$ cat src/rtl/load_store_unit_if.sv
`default_nettype none
// ============================================================================
// Interface : load_store_unit_if
// Purpose   : Core-side request/response channel of the load/store unit.
// Revision  : 1.0
// ============================================================================
interface load_store_unit_if;
  logic        req_valid;
  logic        req_ready;
  logic        req_we;
  logic [7:0]  req_addr;
  logic [1:0]  req_size;
  logic        req_unsigned;
  logic [63:0] req_wdata;
  logic        rsp_valid;
  logic [63:0] rsp_rdata;
  logic        rsp_err;

  modport master (
    output req_valid, req_we, req_addr, req_size, req_unsigned, req_wdata,
    input  req_ready, rsp_valid, rsp_rdata, rsp_err
  );

  modport slave (
    input  req_valid, req_we, req_addr, req_size, req_unsigned, req_wdata,
    output req_ready, rsp_valid, rsp_rdata, rsp_err
  );
endinterface
`default_nettype wire

$ cat src/rtl/load_store_unit.sv
`default_nettype none
// ============================================================================
// Module   : load_store_unit
// Purpose  : Byte/half/word/doubleword load-store unit over a 32 x 64-bit
//            memory; partial stores use read-modify-write.
// Revision : 1.0
// ============================================================================
module load_store_unit (
  input  wire logic        clk,
  input  wire logic        reset,
  load_store_unit_if.slave bus,
  output logic [4:0]       mem_address,
  output logic             mem_we,
  output logic [63:0]      mem_din,
  input  wire logic [63:0] mem_dout
);

  typedef enum logic [1:0] {
    IDLE  = 2'd0,
    READ  = 2'd1,
    WRITE = 2'd2,
    RESP  = 2'd3
  } state_t;

  state_t      r_state;
  logic        r_we;
  logic [7:0]  r_addr;
  logic [1:0]  r_size;
  logic        r_unsigned;
  logic [63:0] r_wdata;
  logic [63:0] r_mem_din;
  logic [63:0] r_rdata;
  logic        r_rsp_valid;
  logic        r_rsp_err;

  logic        w_misaligned;
  logic [7:0]  w_lane_mask;
  logic [5:0]  w_shift;
  logic [63:0] w_wdata_shift;
  logic [63:0] w_field;
  logic [63:0] w_merged;
  logic [63:0] w_load;

  // Alignment is judged on the incoming request, before capture.
  always_comb begin
    w_misaligned = 1'b0;
    case (bus.req_size)
      2'd0: w_misaligned = 1'b0;
      2'd1: w_misaligned = bus.req_addr[0];
      2'd2: w_misaligned = |bus.req_addr[1:0];
      2'd3: w_misaligned = |bus.req_addr[2:0];
    endcase
  end

  assign w_shift = {r_addr[2:0], 3'b000};

  always_comb begin
    w_lane_mask = 8'h00;
    case (r_size)
      2'd0: w_lane_mask = 8'h01 << r_addr[2:0];
      2'd1: w_lane_mask = 8'h03 << r_addr[2:0];
      2'd2: w_lane_mask = 8'h0F << r_addr[2:0];
      2'd3: w_lane_mask = 8'hFF;
    endcase
  end

  assign w_wdata_shift = r_wdata << w_shift;

  generate
    for (genvar k = 0; k < 8; k++) begin : g_lane
      assign w_merged[8*k +: 8] = w_lane_mask[k] ? w_wdata_shift[8*k +: 8]
                                                 : mem_dout[8*k +: 8];
    end
  endgenerate

  assign w_field = mem_dout >> w_shift;

  always_comb begin
    w_load = w_field;
    case (r_size)
      2'd0: w_load = {{56{~r_unsigned & w_field[7]}},  w_field[7:0]};
      2'd1: w_load = {{48{~r_unsigned & w_field[15]}}, w_field[15:0]};
      2'd2: w_load = {{32{~r_unsigned & w_field[31]}}, w_field[31:0]};
      2'd3: w_load = w_field;
    endcase
  end

  // Response outputs are registered on entry to RESP and cleared otherwise.
  always_ff @(posedge clk or posedge reset) begin
    if (reset) begin
      r_state     <= IDLE;
      r_we        <= 1'b0;
      r_addr      <= 8'd0;
      r_size      <= 2'd0;
      r_unsigned  <= 1'b0;
      r_wdata     <= 64'd0;
      r_mem_din   <= 64'd0;
      r_rdata     <= 64'd0;
      r_rsp_valid <= 1'b0;
      r_rsp_err   <= 1'b0;
    end else begin
      r_rsp_valid <= 1'b0;
      r_rsp_err   <= 1'b0;
      r_rdata     <= 64'd0;
      case (r_state)
        IDLE: begin
          if (bus.req_valid) begin
            r_we       <= bus.req_we;
            r_addr     <= bus.req_addr;
            r_size     <= bus.req_size;
            r_unsigned <= bus.req_unsigned;
            r_wdata    <= bus.req_wdata;
            if (w_misaligned) begin
              r_state     <= RESP;
              r_rsp_valid <= 1'b1;
              r_rsp_err   <= 1'b1;
            end else if (bus.req_we && bus.req_size == 2'd3) begin
              r_state   <= WRITE;
              r_mem_din <= bus.req_wdata;
            end else begin
              r_state <= READ;
            end
          end
        end
        READ: begin
          if (r_we) begin
            r_state   <= WRITE;
            r_mem_din <= w_merged;
          end else begin
            r_state     <= RESP;
            r_rdata     <= w_load;
            r_rsp_valid <= 1'b1;
          end
        end
        WRITE: begin
          r_state     <= RESP;
          r_rsp_valid <= 1'b1;
        end
        RESP: begin
          r_state <= IDLE;
        end
      endcase
    end
  end

  assign bus.req_ready = (r_state == IDLE);
  assign bus.rsp_valid = r_rsp_valid;
  assign bus.rsp_rdata = r_rdata;
  assign bus.rsp_err   = r_rsp_err;

  assign mem_we      = (r_state == WRITE);
  assign mem_address = (r_state == READ || r_state == WRITE) ? r_addr[7:3] : 5'd0;
  assign mem_din     = r_mem_din;

endmodule
`default_nettype wire

$ cat src/flat_wrapper.sv
// flat-port wrapper written by rule: the top's interface ports become plain ports
module load_store_unit_flat 
  (clk, reset, mem_address, mem_we, mem_din, mem_dout, bus_req_valid, bus_req_we, bus_req_addr, bus_req_size, bus_req_unsigned, bus_req_wdata, bus_req_ready, bus_rsp_valid, bus_rsp_rdata, bus_rsp_err);
  load_store_unit_if bus_i ();
  input  wire logic clk;
  input  wire logic reset;
  output logic [4:0] mem_address;
  output logic mem_we;
  output logic [63:0] mem_din;
  input  wire logic [63:0] mem_dout;
  input wire logic [$bits(bus_i.req_valid)-1:0] bus_req_valid;
  input wire logic [$bits(bus_i.req_we)-1:0] bus_req_we;
  input wire logic [$bits(bus_i.req_addr)-1:0] bus_req_addr;
  input wire logic [$bits(bus_i.req_size)-1:0] bus_req_size;
  input wire logic [$bits(bus_i.req_unsigned)-1:0] bus_req_unsigned;
  input wire logic [$bits(bus_i.req_wdata)-1:0] bus_req_wdata;
  output wire logic [$bits(bus_i.req_ready)-1:0] bus_req_ready;
  output wire logic [$bits(bus_i.rsp_valid)-1:0] bus_rsp_valid;
  output wire logic [$bits(bus_i.rsp_rdata)-1:0] bus_rsp_rdata;
  output wire logic [$bits(bus_i.rsp_err)-1:0] bus_rsp_err;
  assign bus_i.req_valid = bus_req_valid;
  assign bus_i.req_we = bus_req_we;
  assign bus_i.req_addr = bus_req_addr;
  assign bus_i.req_size = bus_req_size;
  assign bus_i.req_unsigned = bus_req_unsigned;
  assign bus_i.req_wdata = bus_req_wdata;
  assign bus_req_ready = bus_i.req_ready;
  assign bus_rsp_valid = bus_i.rsp_valid;
  assign bus_rsp_rdata = bus_i.rsp_rdata;
  assign bus_rsp_err = bus_i.rsp_err;
  load_store_unit u_core (.clk(clk), .reset(reset), .bus(bus_i), .mem_address(mem_address), .mem_we(mem_we), .mem_din(mem_din), .mem_dout(mem_dout));
endmodule
$ cat config.mk
export PLATFORM = sky130hd
export DESIGN_NAME = load_store_unit_flat
export DESIGN_NICKNAME = d
export VERILOG_FILES = /design/src/rtl/load_store_unit_if.sv /design/src/rtl/load_store_unit.sv /design/src/flat_wrapper.sv
export SDC_FILE = /design/constraint.sdc
export NUM_CORES = 1
export LEC_CHECK = 0
export CAP_MARGIN = 20
export CORE_ASPECT_RATIO = 1.1
export CORE_MARGIN = 3
export CORE_UTILIZATION = 51
export CTS_CLUSTER_SIZE = 10
export DETAILED_ROUTE_END_ITERATION = 8
export GPL_ROUTABILITY_DRIVEN = 0
export GPL_TIMING_DRIVEN = 0
export PLACE_DENSITY = 0.86
export REMOVE_ABC_BUFFERS = 1
export SYNTH_ARGS = -nofsm -noshare
export SYNTH_HDL_FRONTEND = slang
export SYNTH_SLANG_ARGS = --single-unit
export TNS_END_PERCENT = 50
$ cat constraint.sdc
create_clock -name clk -period 7.85 [get_ports clk]
set_input_delay 1.1775 -clock clk [delete_from_list [all_inputs] [get_ports clk]]
set_output_delay 1.1775 -clock clk [all_outputs]
set_load 0.02 [all_outputs]
==> parameters.txt, run 1 <==
Parameter                              Value

Clock network
  Post-CTS Setup Inserts    0
  Number of clock buffers inserted by TritonCTS    25
  Number of gates given a new drive strength after cts    0
  Number of levels the H-tree was split into    1
  TritonCTS sink count    roughly 210
  Hold buffers post-CTS    0
  Clock root buffer    sky130_fd_sc_hd__clkbuf_16
  Clock tree from TritonCTS    built
  CTS clk-pin slew, worst paths    roughly 0.06 ns
  CTS Buffer Depth    3
  Clock latency of the later-clocked register in the worst-skew pair    0.52 ns

Timing
  Relative slew margins    28.9%
  Final WS setup    3.86 ns
  Post-layout min period    3.99 ns
  Maximum frequency from static timing analysis    0.251 GHz
  Total negative slack    0 ns
  Max-slew violations    0
  Setup clock skew after layout    roughly 0.016 ns
  Slew at the pin with the worst max-slew slack    roughly 1.1 ns
  Hold Vio Cnt, Final    0
  Final number of setup-violating endpoints    0
  Period utilization    50.8%
  Min Hold Slack    ~0.48 ns
  Unrepaired setup endpoints after global routing    false

Routing
  Metal2 WL    20.8 mm
  Number of DRC markers after the initial detailed-route iteration    1399
  Vias per inst    6.75
  DRT met1 WL    16.2 mm
  TritonRoute pass-1 iters    6
  Total DRC errors in the routed layout    0
  Vias    about 12000
  Highest Signal Layer    met4
  Routed wl met3    5.69 mm
  Number of nets with antenna violations after detailed routing    0
  Post-Route WL    45.4 mm
  DR WL/cell    26.1 µm

Final layout
  Final cell utilization of the core    69.1%
  Syn-to-layout area delta    31.1%
  Fraction of final layout cells with drive strength greater than 1    about 16%
  Diodes inserted    0
  Nets    1587
  Filler cell count in the final layout    1719

Floorplanning
  Overall die width    154 µm
  Area of the die    ~26000 µm²
  Row cnt    58
  Die outline height    ~170 µm
  Starting density of the core    52.7%
  I/O pin total    280
  Core Box Area    ~23000 µm²

Synthesis
  Dominant register cell in the synthesized netlist    sky130_fd_sc_hd__dfrtp_1
  Sequential element share of the synthesized area    42.5%
  Gate count of the mapped netlist    about 1200
  Per-instance average area after synthesis    10.1 µm²
  Number of storage elements in the synthesis netlist    208
  Asr flop ratio synth    100%
  Syn Std Cell Area    12200 µm²
  Distinct cell type count after synthesis    58
  Ys Warns    0
  Number of synthesized flops with an enable pin    0

Global route
  Wire length of the first global-routing pass    approximately 68 mm
  GRT Total Usage    33.4%
  Pin count of the biggest net entering global routing    114
  Number of antenna violations at the first check in global routing    0
  Via count of the first global-routing pass    about 12000
  Global route overflow    0

Place
  Count of input and output buffers    279
  Post-placement worst setup slack    3.89 ns
  Placed wire-length estimate after detailed placement    30.1 mm

Worst setup path
  Worst-path maximum fanout    74
  Arrival time of data at the critical path endpoint    4.38 ns
  Kind of launch point of the worst setup path    flip-flop
  Category of the worst setup path capture point    flip-flop
  Required time worst endpoint    8.25 ns
  Crit path kind    flip-flop to flip-flop

Power
  Areal power density over the cells    512 nW/µm²
  Maximum VDD drop    0.349 mV
  Leakage power of the design    approximately 0.0065 µW
  Overall power    8210 µW

Status
  Status    finished clean

Run
  Reported max-cap violation count    0

Hold path
  Hold WC Path Type    flip-flop to flip-flop
metal layers:
| layer | vias to the layer above | track usage, % |
|---|---|---|
| li1 | 4920 | - |
| met1 | 5653 | 42.3 |
| met2 | 950 | 52.9 |
| met3 | 223 | 9.54 |
| met4 | 0 | 16.7 |
| met5 | - | 0 |
through the flow:
step / std cells / cell area [µm²]
floorplan: 1109 / 11700
global placement: 1688 / 14800
detailed placement: 1707 / 15300
CTS: 1739 / 16000
global route: 1740 / 16000
finish: 1740 / 16000
sequential cells by signal (all words and copies together), names as in the netlist, 2 cells and up:
name,flops
u_core.mem_din,64
u_core.bus.rsp_rdata,64
u_core.r_size,2
u_core.r_wdata,64
u_core.r_addr,8
u_core.r_state,2
path summary, 6_finish.rpt:
| path | startpoint | end | slack, ns | cells after the start |
|---|---|---|---|---|
| setup / recovery | u_core.r_state[1] | u_core.mem_din[2] | 3.86 | 8 |
| hold / removal | u_core.mem_din[4] | u_core.mem_din[4] | 0.48 | 1 |
| setup reg to reg | u_core.r_state[1] | u_core.mem_din[2] | 3.86 | 8 |
| hold reg to reg | u_core.mem_din[4] | u_core.mem_din[4] | 0.48 | 1 |
| max in group asynchronous | reset | u_core.r_wdata[23] | 5.69 | 3 |
| min in group asynchronous | reset | u_core.mem_din[15] | 1.14 | 2 |
placed cells by master (no fill, tap or decap), types with 4 or more instances in the layout:
cell                              netlist  layout
sky130_fd_sc_hd__buf_16                 0       9
sky130_fd_sc_hd__nand3_1                5       5
sky130_fd_sc_hd__nor3_1                 8       5
sky130_fd_sc_hd__a311oi_1               4       4
sky130_fd_sc_hd__o21ai_0               57      57
sky130_fd_sc_hd__a32oi_1                7       7
sky130_fd_sc_hd__nand2_1              123     122
sky130_fd_sc_hd__nor2_1                88      86
sky130_fd_sc_hd__nand2b_1              15      15
sky130_fd_sc_hd__a31oi_1                8       8
sky130_fd_sc_hd__a21o_1                10       9
sky130_fd_sc_hd__nor2b_1               21      19
sky130_fd_sc_hd__a211o_1                8       8
sky130_fd_sc_hd__o211ai_1              17      17
sky130_fd_sc_hd__o22ai_1               35      35
sky130_fd_sc_hd__buf_8                  0       5
sky130_fd_sc_hd__and2_1                12      12
sky130_fd_sc_hd__mux2_2               118     118
sky130_fd_sc_hd__inv_1                 17      15
sky130_fd_sc_hd__a22oi_1               16      16
sky130_fd_sc_hd__ha_1                   9       8
sky130_fd_sc_hd__o221ai_1              15      15
sky130_fd_sc_hd__dfrtp_1              208     205
sky130_fd_sc_hd__a221oi_1              15      15
sky130_fd_sc_hd__clkbuf_16              0      25
sky130_fd_sc_hd__a2bb2oi_1              9       9
sky130_fd_sc_hd__clkdlybuf4s50_1        0     279
sky130_fd_sc_hd__mux4_2                30      30
sky130_fd_sc_hd__a21oi_1              136     135
sky130_fd_sc_hd__nor3b_1                9       8
sky130_fd_sc_hd__a211oi_1              16      16
sky130_fd_sc_hd__mux2i_1               56      56
sky130_fd_sc_hd__o31ai_1                7       7
critical path: stages (launching register included):
cell	delay, ns
sky130_fd_sc_hd__dfrtp_1	0.41
sky130_fd_sc_hd__inv_1	0.12
sky130_fd_sc_hd__ha_4	0.76
sky130_fd_sc_hd__nand2b_1	0.80
sky130_fd_sc_hd__o21ai_0	0.46
sky130_fd_sc_hd__a21o_2	0.68
sky130_fd_sc_hd__buf_12	0.29
sky130_fd_sc_hd__a211oi_1	0.09
sky130_fd_sc_hd__a21o_1	0.22
Yosys cell counts, drive strengths merged (12+ instances only):
cell type | count | share of area, %
nor2 | 89 | 2.8
nor2b | 21 | 1.1
inv | 19 | 0.58
o21ai | 57 | 2.3
o22ai | 35 | 1.8
a211oi | 17 | 1.1
a221oi | 15 | 1.1
clkbuf | 49 | 1.5
and2 | 12 | 0.61
nand2 | 123 | 3.8
nand2b | 15 | 0.77
mux2i | 56 | 4.6
a21oi | 138 | 5.7
buf | 56 | 3.1
dfrtp | 208 | 43
a22oi | 16 | 0.98
o211ai | 17 | 1.0
mux4 | 30 | 5.5
mux2 | 118 | 11
o221ai | 15 | 1.1
cell families (layout without fill, tap and decap cells):
family                     count (synthesis)  count (layout)  synth area share, %
adders and majority gates                  9               9                0.920
AOI/OAI and AO/OA                        377             377                 19.8
DFF                                      208             208                 42.5
buffers and inverters                    124             350                 5.16
muxes                                    204             204                 21.0
and+or+nand+nor                          292             292                 10.7
report_power, final:
part / leakage [µW] / internal [µW] / switching, µW
Combinational: 0.00361 / 2160 / 2940
Clock: 0.000334 / 584 / 428
Sequential: 0.00256 / 1580 / 526
Total: 0.00651 / 4320 / 3900
area by class of cell:
type                            count  area [µm²]  area share [%]
Clock inverter                      2        10.0          0.0624
Sequential cell                   208        5210            32.5
Clock buffer                       30         664            4.14
Inverter                           19        78.8           0.491
Tap cell                          300         375            2.34
Multi-Input combinational cell    882        6490            40.5
Timing Repair Buffer              299        3210            20.0
Power figures use the tool's default switching activity.
==> inputs of run 2 (changes only) <==
clock period = 3.8 ns   (was 7.85 ns; I/O delays follow)
==> run 2 against run 1 <==
Against the previous run:
- critical path depth shrank 2
- register-to-register slack worse by 3.7 ns
- global-route usage is essentially flat
- sequential share of layout area hardly changed
- critical path type unchanged
- critical endpoint is now u_core.mem_din[40]
==> parameters.txt, run 2 (same netlist as run 1, synthesis figures left out) <==
Parameter                              Value

Final layout
  Design Area, Final    16100 µm² (+0.14%)
  Most frequent cells in the layout    279 x sky130_fd_sc_hd__clkdlybuf4s50_1, 205 x sky130_fd_sc_hd__dfrtp_1, 135 x sky130_fd_sc_hd__a21oi_1
  Nets    1588 (+0.063%)
  Diodes inserted    0 (unchanged)
  Most common library cell in the layout ignoring fill and taps    sky130_fd_sc_hd__clkdlybuf4s50_1
  Fraction of final layout cells with drive strength greater than 1    15.9% (+0.13 points)
  Syn-to-layout area delta    31.3%

Routing
  DR WL/cell    26.3 µm (+0.66%)
  Metal2 WL    20.8 mm (+0.28%)
  Number of nets with antenna violations after detailed routing    0 (unchanged)
  Total DRC errors in the routed layout    0 (unchanged)
  Post-Route WL    45.8 mm (+0.72%)
  TritonRoute pass-1 iters    8 (+2)
  Highest Signal Layer    met4
  Routed wl met3    5.91 mm (+3.9%)
  Number of DRC markers after the initial detailed-route iteration    1328 (-5.1%)
  Vias    11800 (+0.88%)
  Vias per inst    6.81 (+0.82%)
  DRT met1 WL    16.2 mm (about the same)

Timing
  Maximum frequency from static timing analysis    0.272 GHz (+8.5%)
  Min Hold Slack    0.482 ns (-0.000603 ns)
  Final WS setup    0.125 ns (-3.74 ns)
  Relative slew margins    28.0% (-0.86 points)
  Final number of setup-violating endpoints    0 (unchanged)
  Post-layout min period    3.67 ns (-0.311 ns)
  Unrepaired setup endpoints after global routing    false
  Period utilization    96.7% (+46 points)
  Slew at the pin with the worst max-slew slack    1.08 ns (+0.0129 ns)
  Setup clock skew after layout    0.0136 ns (-0.00237 ns)
  Hold Vio Cnt, Final    0 (unchanged)
  Max-slew violations    0 (unchanged)

Worst setup path
  Depth of the worst register-to-register path    6 (-2)
  Worst-path maximum fanout    30 (-59%)
  Category of the worst setup path capture point    flip-flop
  Kind of launch point of the worst setup path    flip-flop
  Arrival time of data at the critical path endpoint    4.05 ns (-0.33 ns)
  Required time worst endpoint    4.17 ns (-4.08 ns)
  Crit path kind    flip-flop to flip-flop

Clock network
  CTS Buffer Depth    3 (unchanged)
  TritonCTS sink count    208 (unchanged)
  Number of clock buffers inserted by TritonCTS    25 (unchanged)
  CTS clk-pin slew, worst paths    0.06 ns (about the same)
  Clock tree from TritonCTS    built
  Hold buffers post-CTS    0 (unchanged)
  Clock latency of the later-clocked register in the worst-skew pair    0.52 ns (about the same)
  Clock root buffer    sky130_fd_sc_hd__clkbuf_16
  Number of levels the H-tree was split into    1 (unchanged)

Status
  Status    finished clean

Floorplanning
  Row cnt    58 (unchanged)
  Die outline height    168 µm (unchanged)
  Area of the die    25900 µm² (unchanged)
  Core Box Area    23200 µm² (unchanged)
  Overall die width    154 µm (unchanged)
  Starting density of the core    52.7% (unchanged)
  I/O pin total    280 (unchanged)

Hold path
  Number of cells traversed by the worst hold path    1 (unchanged)
  Hold WC Path Type    flip-flop to flip-flop

Power
  Pint    8940 µW (+110%)
  Sequential fraction of design power    25.5% (about the same)
  Areal power density over the cells    1060 nW/µm² (+110%)
  Fraction of power spent switching nets    47.5% (about the same)
  Net load switching power    8070 µW (+110%)
  Maximum VDD drop    0.697 mV (+100%)
  Leakage power of the design    0.00652 µW (+0.14%)
  Comb power frac    62.2% (about the same)
  Clk pwr share    12.3% (about the same)

Global route
  Number of antenna violations at the first check in global routing    0 (unchanged)
  Wire length of the first global-routing pass    68.0 mm (+0.11%)
  GRT Total Usage    33.5% (about the same)
  Pin count of the biggest net entering global routing    114 (unchanged)
  Global route overflow    0 (unchanged)
  Via count of the first global-routing pass    11700 (+0.14%)

Place
  Post-placement worst setup slack    -0.0529 ns (-3.94 ns)
  Placed Area    15300 µm² (unchanged)
  Placed wire-length estimate after detailed placement    30.1 mm (unchanged)
  Count of input and output buffers    279 (unchanged)

Run
  Reported max-cap violation count    0 (unchanged)
[run 2: cell types whose count changed in the layout (fill, tap and decap cells not counted), sizes merged]
cell  change
buf       +1
[run 2: through the flow]
| stage | cells | total power [µW] | utilization [%] | TNS [ns] |
|---|---|---|---|---|
| floorplan | 1109 | 10300 | - | -832.13 |
| global route | 1741 | 17700 | 69.2 | 0 |
| detailed placement | 1707 | 14500 | 66.1 | -0.116 |
| finish | 1741 | 17000 | 69.2 | 0 |
| global placement | 1688 | 13600 | 63.9 | -1713.48 |
| CTS | 1739 | 16600 | 69.0 | 0 |
[run 2: area by class of cell]
| type | instances | area, µm² |
|---|---|---|
| clock buffers | 30 | 664 |
| clock inverters | 2 | 10.0 |
| fillers | 1720 | 7160 |
| inverters | 19 | 78.8 |
| multi-input cells | 882 | 6490 |
| flip-flops and latches | 208 | 5210 |
| well taps | 300 | 375 |
| repair buffers | 300 | 3230 |
[run 2: power by group through the flow]
stage	clock, µW	combinational, µW	sequential (µW)
floorplan	0	5420	4870
global placement	0	9220	4410
detailed placement	0	10200	4310
CTS	2090	10300	4290
global route	2200	11100	4440
finish	2080	10600	4340
[run 2: critical path, cell delays in order, from the launching register on]
cell	delay, ns
sky130_fd_sc_hd__dfrtp_2	0.79
sky130_fd_sc_hd__buf_16	0.26
sky130_fd_sc_hd__nor2b_2	0.81
sky130_fd_sc_hd__a221o_1	0.98
sky130_fd_sc_hd__o311ai_0	0.33
sky130_fd_sc_hd__o211ai_1	0.22
sky130_fd_sc_hd__a21oi_1	0.13
[run 2: layer usage]
layer  vias up  track usage [%]
met5         -                0
met3       227             9.61
met1      5710             42.3
met4         0             17.0
met2       993             52.8
li1       4919                -
[run 2: final timing paths]
check | slack [ns] | startpoint | endpoint
worst min register to register | 0.48 | u_core.mem_din[6] | u_core.mem_din[6]
max in group asynchronous | 2.24 | reset | u_core.r_wdata[23]
worst max-delay path | 0.13 | u_core.r_addr[2] | u_core.mem_din[40]
min in group asynchronous | 0.55 | reset | u_core.mem_din[63]
worst min-delay path | 0.48 | u_core.mem_din[6] | u_core.mem_din[6]
worst max register to register | 0.13 | u_core.r_addr[2] | u_core.mem_din[40]
[run 2: timing repair]
action | CTS | global route
buffers inserted | 0 | 1
endpoints found under the hold margin | 0 | 0
endpoints found under the setup margin | 7 | 4
pin swaps | 0 | 0
resized for setup | 1 | 0
